File: src/rtl/mem_loader_pkg.sv
// Shared definitions for the memory loader: controller state encodings.
package mem_loader_pkg;

   localparam int STATE_W = 3;

   typedef enum logic [STATE_W-1:0] {
      ST_IDLE       = 3'd0,
      ST_WAIT_DATA  = 3'd1,
      ST_WRITE      = 3'd2,
      ST_CHECK_LAST = 3'd3,
      ST_END        = 3'd4
   } state_t;

   // True for the states in which a load is in progress.
   function automatic logic state_is_busy(input state_t s);
      return (s == ST_WAIT_DATA) || (s == ST_WRITE) || (s == ST_CHECK_LAST);
   endfunction

endpackage

File: src/rtl/mem_loader_datapath.sv
// Loader datapath: write address counter, data register, last flag and
// word counter, plus the end-of-memory comparator used by the controller.
module mem_loader_datapath
   import mem_loader_pkg::*;
#(
   parameter int AW      = 4,
   parameter int DW      = 8,
   parameter int MAXADDR = 2**AW-1
) (
   input  logic          clk,
   input  logic          reset,
   input  logic          en_addr,
   input  logic          clr_addr,
   input  logic          en_mdr,
   input  logic          inc_count,
   input  logic [DW-1:0] in_data,
   input  logic          in_last,
   output logic          last_q,
   output logic          addr_eq_max,
   output logic [AW-1:0] mem_addr,
   output logic [DW-1:0] mem_wdata,
   output logic [AW:0]   count
);

   localparam logic [AW-1:0] ADDR_ONE  = AW'(1);
   localparam logic [AW:0]   COUNT_ONE = (AW+1)'(1);
   localparam logic [AW-1:0] ADDR_MAX  = AW'(MAXADDR);

   logic [AW-1:0] addr_q,  addr_d;
   logic [DW-1:0] mdr_q,   mdr_d;
   logic          last_d;
   logic [AW:0]   count_q, count_d;

   // Next-value logic; a clear from the controller wins over an increment.
   always_comb begin
      addr_d  = addr_q;
      mdr_d   = mdr_q;
      last_d  = last_q;
      count_d = count_q;
      if (clr_addr) begin
         addr_d  = '0;
         count_d = '0;
      end else begin
         if (en_addr) begin
            addr_d = addr_q + ADDR_ONE;
         end
         if (inc_count) begin
            count_d = count_q + COUNT_ONE;
         end
      end
      if (en_mdr) begin
         mdr_d  = in_data;
         last_d = in_last;
      end
   end

   // Datapath registers, cleared asynchronously so outputs read 0 at once.
   always_ff @(posedge clk or posedge reset) begin
      if (reset) begin
         addr_q  <= '0;
         mdr_q   <= '0;
         last_q  <= 1'b0;
         count_q <= '0;
      end else begin
         addr_q  <= addr_d;
         mdr_q   <= mdr_d;
         last_q  <= last_d;
         count_q <= count_d;
      end
   end

   assign addr_eq_max = (addr_q == ADDR_MAX);
   assign mem_addr    = addr_q;
   assign mem_wdata   = mdr_q;
   assign count       = count_q;

endmodule

File: src/rtl/mem_loader.sv
// Memory loader top: controller FSM that accepts words over valid/ready and
// writes them to consecutive addresses, driving the datapath sub-module.
module mem_loader
   import mem_loader_pkg::*;
#(
   parameter int AW      = 4,
   parameter int DW      = 8,
   parameter int MAXADDR = 2**AW-1
) (
   input  logic          clk,
   input  logic          reset,
   input  logic          start,
   input  logic          in_valid,
   input  logic [DW-1:0] in_data,
   input  logic          in_last,
   output logic          in_ready,
   output logic          mem_we,
   output logic [AW-1:0] mem_addr,
   output logic [DW-1:0] mem_wdata,
   output logic          busy,
   output logic          done,
   output logic [AW:0]   count
);

   state_t state_q, state_d;

   logic en_addr;
   logic clr_addr;
   logic en_mdr;
   logic inc_count;
   logic last_q;
   logic addr_eq_max;

   // State register; reset lands in IDLE immediately.
   always_ff @(posedge clk or posedge reset) begin
      if (reset) begin
         state_q <= ST_IDLE;
      end else begin
         state_q <= state_d;
      end
   end

   // Next state, datapath enables and Moore control outputs.
   always_comb begin
      state_d   = state_q;
      en_addr   = 1'b0;
      clr_addr  = 1'b0;
      en_mdr    = 1'b0;
      inc_count = 1'b0;
      in_ready  = 1'b0;
      mem_we    = 1'b0;
      done      = 1'b0;
      busy      = state_is_busy(state_q);
      case (state_q)
         ST_IDLE: begin
            if (start) begin
               clr_addr = 1'b1;
               state_d  = ST_WAIT_DATA;
            end
         end
         ST_WAIT_DATA: begin
            in_ready = 1'b1;
            if (in_valid) begin
               en_mdr  = 1'b1;
               state_d = ST_WRITE;
            end
         end
         ST_WRITE: begin
            mem_we    = 1'b1;
            inc_count = 1'b1;
            state_d   = ST_CHECK_LAST;
         end
         ST_CHECK_LAST: begin
            if (last_q || addr_eq_max) begin
               state_d = ST_END;
            end else begin
               en_addr = 1'b1;
               state_d = ST_WAIT_DATA;
            end
         end
         ST_END: begin
            done = 1'b1;
            if (start) begin
               clr_addr = 1'b1;
               state_d  = ST_WAIT_DATA;
            end
         end
         default: begin
            busy    = 1'b0;
            state_d = ST_IDLE;
         end
      endcase
   end

   mem_loader_datapath #(
      .AW      (AW),
      .DW      (DW),
      .MAXADDR (MAXADDR)
   ) u_datapath (
      .clk         (clk),
      .reset       (reset),
      .en_addr     (en_addr),
      .clr_addr    (clr_addr),
      .en_mdr      (en_mdr),
      .inc_count   (inc_count),
      .in_data     (in_data),
      .in_last     (in_last),
      .last_q      (last_q),
      .addr_eq_max (addr_eq_max),
      .mem_addr    (mem_addr),
      .mem_wdata   (mem_wdata),
      .count       (count)
   );

endmodule

File: config.mk
export PLATFORM = sky130hd
export DESIGN_NAME = mem_loader
export DESIGN_NICKNAME = d
export VERILOG_FILES = /design/src/rtl/mem_loader_pkg.sv /design/src/rtl/mem_loader_datapath.sv /design/src/rtl/mem_loader.sv
export SDC_FILE = /design/constraint.sdc
export NUM_CORES = 1
export LEC_CHECK = 0
export BUFFER_PORTS_ARGS = -buffer_cell sky130_fd_sc_hd__buf_4
export CAP_MARGIN = 10
export CORE_ASPECT_RATIO = 0.8
export CORE_MARGIN = 5
export CORE_UTILIZATION = 51
export CTS_BUF_LIST = sky130_fd_sc_hd__clkbuf_2
export DETAILED_ROUTE_END_ITERATION = 16
export GPL_TIMING_DRIVEN = 0
export PLACE_DENSITY = 0.81
export SLEW_MARGIN = 20
export SYNTH_ARGS = -nofsm -noshare
export SYNTH_HDL_FRONTEND = slang
export SYNTH_SLANG_ARGS = --single-unit
File: constraint.sdc
create_clock -name clk -period 2.05 [get_ports clk]
set_clock_uncertainty 0.05 [all_clocks]
set_input_delay 0.1025 -clock clk [delete_from_list [all_inputs] [get_ports clk]]
set_output_delay 0.1025 -clock clk [all_outputs]
set_load 0.02 [all_outputs]
==> flow_metrics.py <==
metrics = {
    "cells_and_area": {
        "drive_above_1_share_pct": 40.7,
        "final_util_pct": 74.6,
        "nets": 151,
        "final_cell_mix": "buf_4, dfrtp_1, dlygate4sd3_1, mux2_2, a21oi_1",
        "multi_input_area_um2": 434,
        "syn_to_final_growth_pct": 41.2,
        "final_cells": 159,
        "insertedDiodeCount": 0,
        "regArea_um2": 526,
        "final_common_cell": "buf_4",
        "nFillCells": 125,
        "final_area_um2": 1400,
    },
    "worst_setup_path": {
        "critPathMostFrequentCell": "buf_2",
        "crit_path_top_delay_cell": "dfrtp_1",
        "critPathKind": "flip-flop to flip-flop",
        "critPathRequiredTime_ns": 2.23,
        "cp.arrival_ns": 1.80,
        "crit_family": "buffers and inverters",
        "crit_path_end_kind": "flip-flop",
        "critPathBufInv": 2,
        "cp_cell_sequence": "buf_2 > nor3b_1 > buf_2 > nor2_1 > mux2_2",
        "path_max_fanout": 10,
        "max_stage_delay_ns": 0.41,
        "start_kind": "flip-flop",
    },
    "place": {
        "dp.cells": 144,
        "io_buffers": 33,
        "place_congestion": 0.781,
        "place_area_um2": 1270,
        "dp_slack_ns": 0.464,
        "post-dp-hpwl_um": 1710,
    },
    "power": {
        "p_per_area_nw_per_um2": 1290,
        "finalPower_mw": 1.80,
        "ir_drop_mv": 0.843,
        "clkPwrFrac_pct": 9.2,
        "power_frac_comb_pct": 54.0,
        "seqPwrFrac_pct": 36.8,
        "p_leak_nw": 0.687,
        "power_switching_mw": 0.742,
        "switching_share_pct": 41.2,
        "p_int_mw": 1.06,
    },
    "sta": {
        "relSlewSlack_pct": 47.6,
        "finalCritPeriodShare_pct": 79.0,
        "period_needed_ns": 1.62,
        "setup_tns_ns": 0,
        "tightest_slew_ns": 0.784,
        "setup_ws_ns": 0.430,
        "final_hold_viol_count": 0,
        "rsz0062_at_grt": "no",
        "fmax_ghz": 0.617,
        "setup_viol": 0,
        "hold_ws_ns": 0.0851,
        "slew_viol_final": 0,
    },
    "grt": {
        "grt_start_max_net_pins": 22,
        "grt_pass1_wl_um": 4160,
        "overflow": 0,
        "track_usage_pct": 19.1,
        "first_global_vias": 850,
        "antenna_found_initial": 0,
    },
    "clocking": {
        "cts_sinks": 21,
        "cts.clk_slew.worst_paths_ns": 0.18,
        "htree_levels": 1,
        "hold_buffers": 11,
        "clock_latency_ns": 0.32,
        "cts_tree": "built",
        "cts_resized": 0,
        "cts_root_buffer": "clkbuf_2",
        "cts_made_buffers": 3,
        "cts_buffer_depth": 2,
        "cts_setup_buffers": 0,
    },
    "yosys": {
        "synth_nets": 102,
        "synth_cell_types": 26,
        "yosys.area.top_type": "dfrtp_1",
        "ys_warn_count": 0,
        "ys_seq_elements": 21,
        "syn_area_um2": 991,
        "netlist_instances": 87,
        "synth_top_area_share_pct": 53.0,
        "syn_area_per_cell_um2": 11.4,
        "ys_top_cells_by_area": "dfrtp_1, mux2_2, a21oi_1",
        "yosysSeqAreaShare_pct": 53.0,
    },
    "route": {
        "antenna_left": 0,
        "first_iter_violations": 20,
        "routedWlPerCell_um": 15.4,
        "viasPerCell": 5.26,
        "drtPass1Iterations": 4,
        "route.vias.total": 836,
        "routed_wirelength_um": 2450,
        "drc_errors": 0,
    },
    "floorplanning": {
        "io_pins": 34,
        "die_w_um": 59.3,
        "rows": 14,
        "core_area_um2": 1870,
        "die_y_um": 49.4,
        "start_util_pct": 52.9,
        "die_area_um2": 2930,
    },
    "min_path": {
        "hold_path_class": "input port to flip-flop",
    },
    "outcome": {
        "status": "finished, final reports clean",
    },
    "job": {
        "maxCapViolCount": 0,
    },
}
[power by group through the flow]
stage	logic (mW)	clock network (mW)	registers, mW
finish	0.972	0.166	0.661
global route	1.05	0.197	0.681
CTS	0.971	0.171	0.658
detailed placement	0.944	0	0.670
global placement	0.924	0	0.655
floorplan	0.466	0	0.790
[kinds of logic (layout without fill, tap and decap cells)]
group,Yosys count,after routing,synth area share (%)
compound gates,12,12,6.69
xor+xnor,2,2,1.77
fa+ha+maj,2,2,2.52
buf+inv,7,55,3.16
flops,21,21,53.0
mux,12,12,13.4
simple gates,31,31,19.4
[cells in the mapped netlist (all sizes together)]
| library cell | instances |
|---|---|
| nor3 | 1 |
| xnor2 | 2 |
| o21ai | 3 |
| nor4b | 1 |
| mux2i | 2 |
| nand2 | 3 |
| nand3b | 2 |
| or3b | 1 |
| a21oi | 6 |
| and3b | 1 |
| or3 | 3 |
| nand3 | 5 |
| a31oi | 1 |
| nor3b | 2 |
| buf | 4 |
| o22ai | 1 |
| and4bb | 1 |
| ha | 2 |
| nor2 | 6 |
| inv | 3 |
| dfrtp | 21 |
| nor2b | 1 |
| nand2b | 4 |
| mux2 | 10 |
| a31o | 1 |
[per-layer routing]
metal  part of all wire (%)  up-vias  track usage [%]  wire (um)
li1                       -      400                -          -
met3                    4.4        4             4.76        108
met4                    1.5        0             6.79         36
met5                      0        -                0          0
met2                     52       28             30.4       1270
met1                     42      404             24.8       1040
[final timing paths]
check / to / startpoint / cells past startpoint / slack [ns]
worst max-delay path: u_datapath.count[4] / state_q[1] / 5 / 0.43
worst min-delay path: state_q[1] / in_valid / 3 / 0.09
worst max register to register: u_datapath.count[4] / state_q[1] / 5 / 0.43
worst min register to register: u_datapath.mem_wdata[1] / u_datapath.mem_wdata[1] / 1 / 0.48
max in group asynchronous: state_q[0] / reset / 3 / 1.05
min in group asynchronous: u_datapath.mem_wdata[1] / reset / 3 / 0.42
[worst register-to-register path: cells and delay by family (launching register included)]
family                 cells  cell delay, ns
buffers and inverters      2            0.46
DFF                        1            0.41
and+or+nand+nor            2            0.36
muxes                      1            0.26
[flip-flops by register name (all words and copies together), names as in the netlist]
name	cells
u_datapath.mem_wdata	8
u_datapath.count	5
u_datapath.mem_addr	4
state_q	3
u_datapath.last_q	1
[final cells by class]
class / instances / share of cell area (%)
flip-flops and latches: 21 / 37.6
multi-input cells: 59 / 31.0
repair buffers: 44 / 25.6
well taps: 24 / 2.15
plain buffers: 4 / 1.43
clock buffers: 3 / 1.07
inverters: 3 / 0.805
clock inverters: 1 / 0.358
No activity file was read; power rests on OpenSTA's default activity.
